`src/rtl/imm_encoder.sv`:
```
// RISC-V immediate/field encoder for I, S and SB formats feeding a 2-entry
// output FIFO; requests that cannot be encoded become flagged NOPs.
module imm_encoder #(
    parameter int DEPTH = 2
) (
    input  logic        clk,
    input  logic        reset,
    input  logic        in_valid,
    output logic        in_ready,
    input  logic [1:0]  fmt,
    input  logic [6:0]  opcode,
    input  logic [2:0]  funct3,
    input  logic [4:0]  rd,
    input  logic [4:0]  rs1,
    input  logic [4:0]  rs2,
    input  logic [63:0] imm,
    output logic        out_valid,
    input  logic        out_ready,
    output logic [31:0] ins,
    output logic        range_err,
    output logic [7:0]  err_count
);

    typedef enum logic [1:0] {
        FMT_I       = 2'd0,
        FMT_S       = 2'd1,
        FMT_SB      = 2'd2,
        FMT_ILLEGAL = 2'd3
    } fmt_e;

    localparam logic [31:0] NOP_WORD = 32'h0000_0013;
    // Only a two-entry buffer is supported, so pointers are a single bit.
    localparam logic [1:0]  FULL     = 2'(DEPTH);

    logic [1:0]  count;
    logic        wr_ptr;
    logic        rd_ptr;
    logic [31:0] mem_ins [2];
    logic [1:0]  mem_err;

    logic        push;
    logic        pop;
    logic        i_fits;
    logic        sb_fits;
    logic [31:0] enc_ins;
    logic        enc_err;

    // in_ready looks only at occupancy, never at out_ready.
    assign in_ready  = (count < FULL);
    assign out_valid = (count != 2'd0);
    assign push      = in_valid && in_ready;
    assign pop       = out_valid && out_ready;

    assign ins       = out_valid ? mem_ins[rd_ptr] : 32'h0;
    assign range_err = out_valid && mem_err[rd_ptr];

    assign i_fits  = (imm[63:11] == '0) || (imm[63:11] == '1);
    assign sb_fits = ((imm[63:12] == '0) || (imm[63:12] == '1)) && !imm[0];

    always_comb begin
        enc_ins = NOP_WORD;
        enc_err = 1'b1;
        case (fmt_e'(fmt))
            FMT_I: begin
                if (i_fits) begin
                    enc_ins = {imm[11:0], rs1, funct3, rd, opcode};
                    enc_err = 1'b0;
                end
            end
            FMT_S: begin
                if (i_fits) begin
                    enc_ins = {imm[11:5], rs2, rs1, funct3, imm[4:0], opcode};
                    enc_err = 1'b0;
                end
            end
            FMT_SB: begin
                if (sb_fits) begin
                    enc_ins = {imm[12], imm[10:5], rs2, rs1, funct3,
                               imm[4:1], imm[11], opcode};
                    enc_err = 1'b0;
                end
            end
            default: begin
                enc_ins = NOP_WORD;
                enc_err = 1'b1;
            end
        endcase
    end

    always_ff @(posedge clk or negedge reset) begin
        if (!reset) begin
            count  <= 2'd0;
            wr_ptr <= 1'b0;
            rd_ptr <= 1'b0;
        end else begin
            if (push) wr_ptr <= ~wr_ptr;
            if (pop)  rd_ptr <= ~rd_ptr;
            case ({push, pop})
                2'b10:   count <= count + 2'd1;
                2'b01:   count <= count - 2'd1;
                default: count <= count;
            endcase
        end
    end

    always_ff @(posedge clk or negedge reset) begin
        if (!reset) begin
            mem_ins[0] <= 32'h0;
            mem_ins[1] <= 32'h0;
            mem_err    <= 2'b00;
        end else if (push) begin
            mem_ins[wr_ptr] <= enc_ins;
            mem_err[wr_ptr] <= enc_err;
        end
    end

    // Saturates rather than wrapping so a long error burst stays visible.
    always_ff @(posedge clk or negedge reset) begin
        if (!reset) begin
            err_count <= 8'h00;
        end else if (push && enc_err && (err_count != 8'hFF)) begin
            err_count <= err_count + 8'h01;
        end
    end

endmodule

```
`config.mk`:
```
export PLATFORM = sky130hd
export DESIGN_NAME = imm_encoder
export DESIGN_NICKNAME = d
export VERILOG_FILES = /design/src/rtl/imm_encoder.sv
export SDC_FILE = /design/constraint.sdc
export NUM_CORES = 1
export LEC_CHECK = 0
export CORE_MARGIN = 3
export CORE_UTILIZATION = 50
export CTS_CLUSTER_DIAMETER = 100
export DETAILED_ROUTE_END_ITERATION = 10
export HOLD_SLACK_MARGIN = 0.15
export PLACE_DENSITY_LB_ADDON = 0.3
export SETUP_SLACK_MARGIN = 0.5
export SYNTH_ARGS = -nofsm -noshare
export SYNTH_HDL_FRONTEND = slang
export SYNTH_SLANG_ARGS = --single-unit
```
`constraint.sdc`:
```
create_clock -name clk -period 4.9 [get_ports clk]
set_clock_uncertainty 0.1 [all_clocks]
set_input_delay 0.98 -clock clk [delete_from_list [all_inputs] [get_ports clk]]
set_output_delay 0.98 -clock clk [all_outputs]
set_load 0.02 [all_outputs]
```
==> results.md, run 1 <==
- Via-to-Cell Ratio: 5.639
- Final cycle utilization of the critical path: 73.81%
- Setup violators final: 0
- Die Width: 97.15 um
- Seq/Total Area, Yosys: 46.99%
- Synth top area cells: dfrtp_1, mux2i_1, nand2_1
- Mux cell area share after synthesis: 8.584%
- Overall Power: 1.998 mW
- Antenna violations before repair: 0
- Sw frac: 36.88%
- #FFs+latches synth: 78
- Global route overflow: 0
- ANT nets after route: 0
- Comb power frac: 33.4%
- Internal reg-to-reg setup slack: 2.41 ns
- Initial Utilization: 52.66%
- Critical path class: in2reg
- Ant diodes: 0
- First DRT Iteration DRCs: 174
- Crit Reg-Reg Startpoint: count[0]
- Synth warnings: 0
- Final #Nets: 663
- Mapped cell area: 4154 um^2
- Share of cells above drive strength 1: 9.282%
- Clock power frac: 25.0%
- FP Rows: 32
- Synthesized area per cell: 9.462 um^2
- Largest net degree at the start of global routing: 79
- Die Y: 97.15 um
- Internal power: 1.261 mW
- H-Tree Depth: 3
- CTS max path bufs: 2
- Status: complete, no violations
- FFs w/ async S/R, synth: 100.0%
- Most common cell in the netlist: nand2_1
- Worst setup path startpoint: imm[52]
- Simple-Gate Fraction of Synth Area: 23.89%
- Worst R2R End: count[1]
- Net switching power: 0.7369 mW
- Hold-fix buffers, CTS: 0
- Worst setup SP type: input port
- Largest family of logic cells by synthesized area: simple AND/OR/NAND/NOR gates
- Synth top area share: 46.99%
- Lkg Pwr: 2.431 nW
- First-pass GRT wire length: 18,820 um
- Crit path to: mem_ins[21]
- Final setup TNS: 0 ns
- Adder-cell share of the synthesized area: 0.6024%
- Unique cell type count in the Yosys netlist: 41
- Routed wire length: 11,590 um
- Post-synth top area cell: dfrtp_1
- Tmin final: 3.617 ns
- Via count: 3,795
- Reg power frac: 41.6%
- Die ar.: 9438 um^2
- Maximum vdd drop: 0.4422 mV
- Clock Latency Late Sink: 0.35 ns
- Resize count post-CTS: 0
- Final estimated routing congestion in global placement: 0.8584
- Area Overhead vs Synth: 38.77%
- MaxCap Viol Count: 0
- Hold path start: mem_ins[46]
- Non-filler cells in the finished layout: 673
- CP max FO: 13
- GR Util All Layers: 24.36%
- Floorplan Core Area: 7888 um^2
- Final hold vios: 0
- Syn Nets: 536
- Rel. slew slack: 27.92%
- Required time of the critical path: 5.08 ns
- HPWL Detailed: 8000 um
- PwrDens: 346.6 nW/um^2
- CP endpoint kind: flip-flop
- # IOs: 138
- Compound-gate portion of the synthesized area: 13.83%
- TritonCTS clock tree: built
- DRT Pass-1 Iters: 4
- Post-synthesis cell count: 439
- Setup bufs post-CTS: 0
- CP arrival: 3.80 ns
- Clock Tree Root: clkbuf_8
- Vias in the first global route: 3,854
- Clock buffer count from CTS: 9
- Clock slew at reported path FFs: 0.09 ns
- Worst Hold Class: reg2reg
- Routed WL per cell: 17.22 um
- Worst Max-Slew Pin Slew: 1.081 ns
- XOR/XNOR Fraction of Synth Area: 2.319%
- Port Buffers: 137
- CTS sink count: 78
- Unrepaired setup endpoints after global routing: no
- Fmax: 276.5 MHz
- Commonest cells post-synth: nand2_1, dfrtp_1, nor2_1
- Main synth FF type: dfrtp_1
- Worst Reg-to-Reg Cells: 7
- # DRC: 0
- Slew Limit Fails: 0
- Post-Place Cells: 657
- Post-synth EDFFs: 0
area by class of cell:
type / count / area (um^2)
tap: 102 / 127.6
multi-input combinational: 328 / 2049
timing repair buffer: 140 / 1391
inverter: 9 / 33.78
fill: 568 / 2123
clock inverter: 6 / 71.32
sequential: 78 / 1953
clock buffer: 10 / 137.6
flip-flops by register name, summed over array words and instances, names as in the netlist:
signal,flops
count,2
err_count,8
mem_err,2
mem_ins,64
rd_ptr,1
wr_ptr,1
stage by stage:
| stage | setup slack, ns | cell area, um^2 | hold WS [ns] | util, % |
|---|---|---|---|---|
| CTS | 1.288 | 5764 | 0.3876 | 73.08 |
| global route | 1.172 | 5764 | 0.4148 | 73.08 |
| detailed placement | 1.019 | 5555 | 0.3665 | 70.43 |
| floorplan | 2.094 | 4154 | 0.3492 | - |
| global placement | 1.330 | 5555 | 0.3585 | 70.43 |
| finish | 1.283 | 5764 | 0.3857 | 73.08 |
worst min-delay path by stage:
stage	slack [ns]	cells past startpoint	to
floorplan	0.35	2	mem_err[0]
finish	0.39	2	mem_ins[46]
global placement	0.36	2	mem_ins[34]
CTS	0.39	2	mem_ins[30]
detailed placement	0.37	2	mem_ins[47]
global route	0.41	2	mem_ins[47]
worst max-delay path, stage by stage:
cell	delay, ns
clkdlybuf4s50_1	0.42
nor4_1	0.43
nand4_1	0.25
nor4_1	0.45
o21a_2	0.38
nor3b_2	0.62
a221o_1	0.26
cells by family after synthesis:
family,Yosys count
xor+xnor,11
fa+ha+maj,2
mux,35
flops,78
buf+inv,33
compound gates,76
simple gates,204
routing by layer:
layer / track usage (%) / part of all wire, % / vias to the layer above
li1: - / - / 1813
met1: 31.66 / 44 / 1824
met2: 40.45 / 49 / 133
met3: 4.523 / 4.8 / 25
met4: 9.395 / 2.4 / 0
met5: 0 / 0 / -
power by group through the flow:
stage	sequential (mW)	clock, mW	combinational, mW
2_1_floorplan	0.782	0	0.398
3_3_place_gp	0.837	0	0.653
3_5_place_dp	0.842	0	0.664
5_1_grt	0.842	0.531	0.717
6_report	0.831	0.500	0.667
4_1_cts	0.831	0.503	0.668
layout by cell type, fill, tap and decap left out, types with 9 or more instances in the layout:
master / n
clkdlybuf4s50_1: 136
o21ai_2: 10
nand4_1: 21
and2_1: 20
o21ai_0: 12
o21ai_1: 20
nor2_1: 41
nor4_1: 16
nand2_1: 82
mux2i_1: 33
inv_1: 9
dfrtp_1: 77
a221o_1: 10
clkbuf_8: 10
No activity file was read; power rests on OpenSTA's default activity.
==> run 2, diff against run 1 <==
Settings changed: CORE_UTILIZATION 50 to 42.
Clock period 4.9 ns to 3 ns, I/O delays scaled along.
==> results.md, run 2 (synthesis results as in run 1) <==
- Worst R2R End: err_count[1]
- Routed wire length: 12,340 um
- Unrepaired setup endpoints after global routing: no
- Floorplan Core Area: 9415 um^2
- Rel. slew slack: 54.12%
- FP Rows: 35
- Regs by FF count: mem_ins (64), err_count (8)
- CP max FO: 5
- First DRT Iteration DRCs: 205
- Global route overflow: 0
- CP arrival: 2.66 ns
- Clock buffer count from CTS: 9
- Clock Latency Late Sink: 0.34 ns
- Design area: 6196 um^2
- Setup violators final: 0
- Pre-CTS setup slack: -0.07350 ns
- Status: complete, no violations
- Maximum vdd drop: 0.4502 mV
- Via count: 3,937
- Routed WL per cell: 16.93 um
- Post-Place Cells: 700
- Fmax: 403.3 MHz
- Antenna violations before repair: 0
- Worst setup SP type: input port
- Final estimated routing congestion in global placement: 0.7784
- Via-to-Cell Ratio: 5.401
- Largest net degree at the start of global routing: 55
- Tmin final: 2.479 ns
- Most common cell after layout, fill and taps aside: nand2_1
- DRT Pass-1 Iters: 6
- HPWL Detailed: 8486 um
- Setup ws final: 0.5206 ns
- Initial Utilization: 44.12%
- Vias in the first global route: 4,059
- ANT nets after route: 0
- Port Buffers: 137
- Clock slew at reported path FFs: 0.09 ns
- Slew Limit Fails: 0
- Non-filler cells in the finished layout: 729
- # IOs: 138
- Final cycle utilization of the critical path: 82.65%
- Required time of the critical path: 3.18 ns
- CP endpoint kind: flip-flop
- Final Core Density: 65.81%
- Ant diodes: 0
- MaxCap Viol Count: 0
- Fill count: 757
- Overall Power: 3.386 mW
- DP Area: 5734 um^2
- Worst Hold Slack: 0.1853 ns
- Die Width: 105.5 um
- Internal reg-to-reg setup slack: 1.05 ns
- Worst Hold Class: in2async
- CTS sink count: 78
- Lkg Pwr: 3.016 nW
- Share of cells above drive strength 1: 16.50%
- Final hold vios: 0
- Final #Nets: 692
- Final setup TNS: 0 ns
- GR Util All Layers: 22.37%
- Critical path class: in2reg
- H-Tree Depth: 3
- Die Y: 105.5 um
- CTS max path bufs: 2
- First-pass GRT wire length: 20,270 um
- Die ar.: 11,120 um^2
- Area Overhead vs Synth: 49.16%
- Crit Reg-Reg Startpoint: err_count[2]
- # DRC: 0
- TritonCTS clock tree: built
- PwrDens: 546.4 nW/um^2
- Largest reg by FF count: mem_ins
- Worst Reg-to-Reg Cells: 5
- Clock Tree Root: clkbuf_8
- Most frequent cells in the layout: nand2_1, dfrtp_1, clkdlybuf4s50_1, dlygate4sd2_1, nor2_1
- Worst Max-Slew Pin Slew: 0.6882 ns
- Max FFs per register: 64
[run 2: cell count changes in the layout (fill, tap and decap cells not counted), moves of 2 or more]
cell and change:
clkdlybuf4s50_1 -84, clkdlybuf4s15_1 +14, clkinv_4 -2, nor4_1 -14
dlymetal6s2s_1 +17, buf_12 +4, nor4_2 +13, dlygate4sd2_1 +51
buf_4 +21, clkbuf_2 +2
[run 2: power by group]
group | internal [mW] | total, mW | switching (mW)
Sequential | 1.14 | 1.24 | 0.102
Clock | 0.496 | 0.895 | 0.399
Combinational | 0.532 | 1.25 | 0.716
Total | 2.17 | 3.39 | 1.22
[run 2: cell type report]
| type | count | area [um^2] | share of cell area, % |
|---|---|---|---|
| Inverter | 9 | 33.78 | 0.5452 |
| Clock buffer | 10 | 137.6 | 2.221 |
| Timing Repair Buffer | 167 | 1637 | 26.41 |
| Multi-Input combinational cell | 330 | 2181 | 35.20 |
| Clock inverter | 6 | 92.59 | 1.494 |
| Sequential cell | 78 | 1953 | 31.52 |
| Tap cell | 129 | 161.4 | 2.605 |
[run 2: how the worst max path moves through the flow]
stage	startpoint	end
2_1_floorplan	imm[52]	err_count[1]
3_3_place_gp	imm[52]	mem_ins[56]
3_5_place_dp	imm[52]	mem_ins[22]
4_1_cts	rd_ptr	ins[27]
5_1_grt	imm[14]	mem_ins[22]
6_report	imm[47]	mem_ins[52]
[run 2: metal layers]
layer | vias to the layer above | GRT usage [%] | wire length (um)
met5 | - | 0 | 0
met4 | 0 | 8.435 | 269
met3 | 17 | 2.939 | 601
met2 | 128 | 38.34 | 6258
met1 | 1917 | 28.77 | 5211
li1 | 1875 | - | -
[run 2: critical path: stages]
cell	delay [ns]
dlygate4sd2_1	0.24
nor4_1	0.28
nand3_1	0.16
or4_4	0.60
a21o_4	0.26
buf_6	0.13
a21oi_4	0.20
a221o_1	0.19
[run 2: what timing repair did]
action | in CTS | in global routing
hold buffers | 0 | 0
endpoints found under the setup margin | 102 | 51
setup buffers | 9 | 1
resized for setup | 81 | 42
endpoints found under the hold margin | 0 | 0
pin swaps | 16 | 23
cloned | 3 | 0
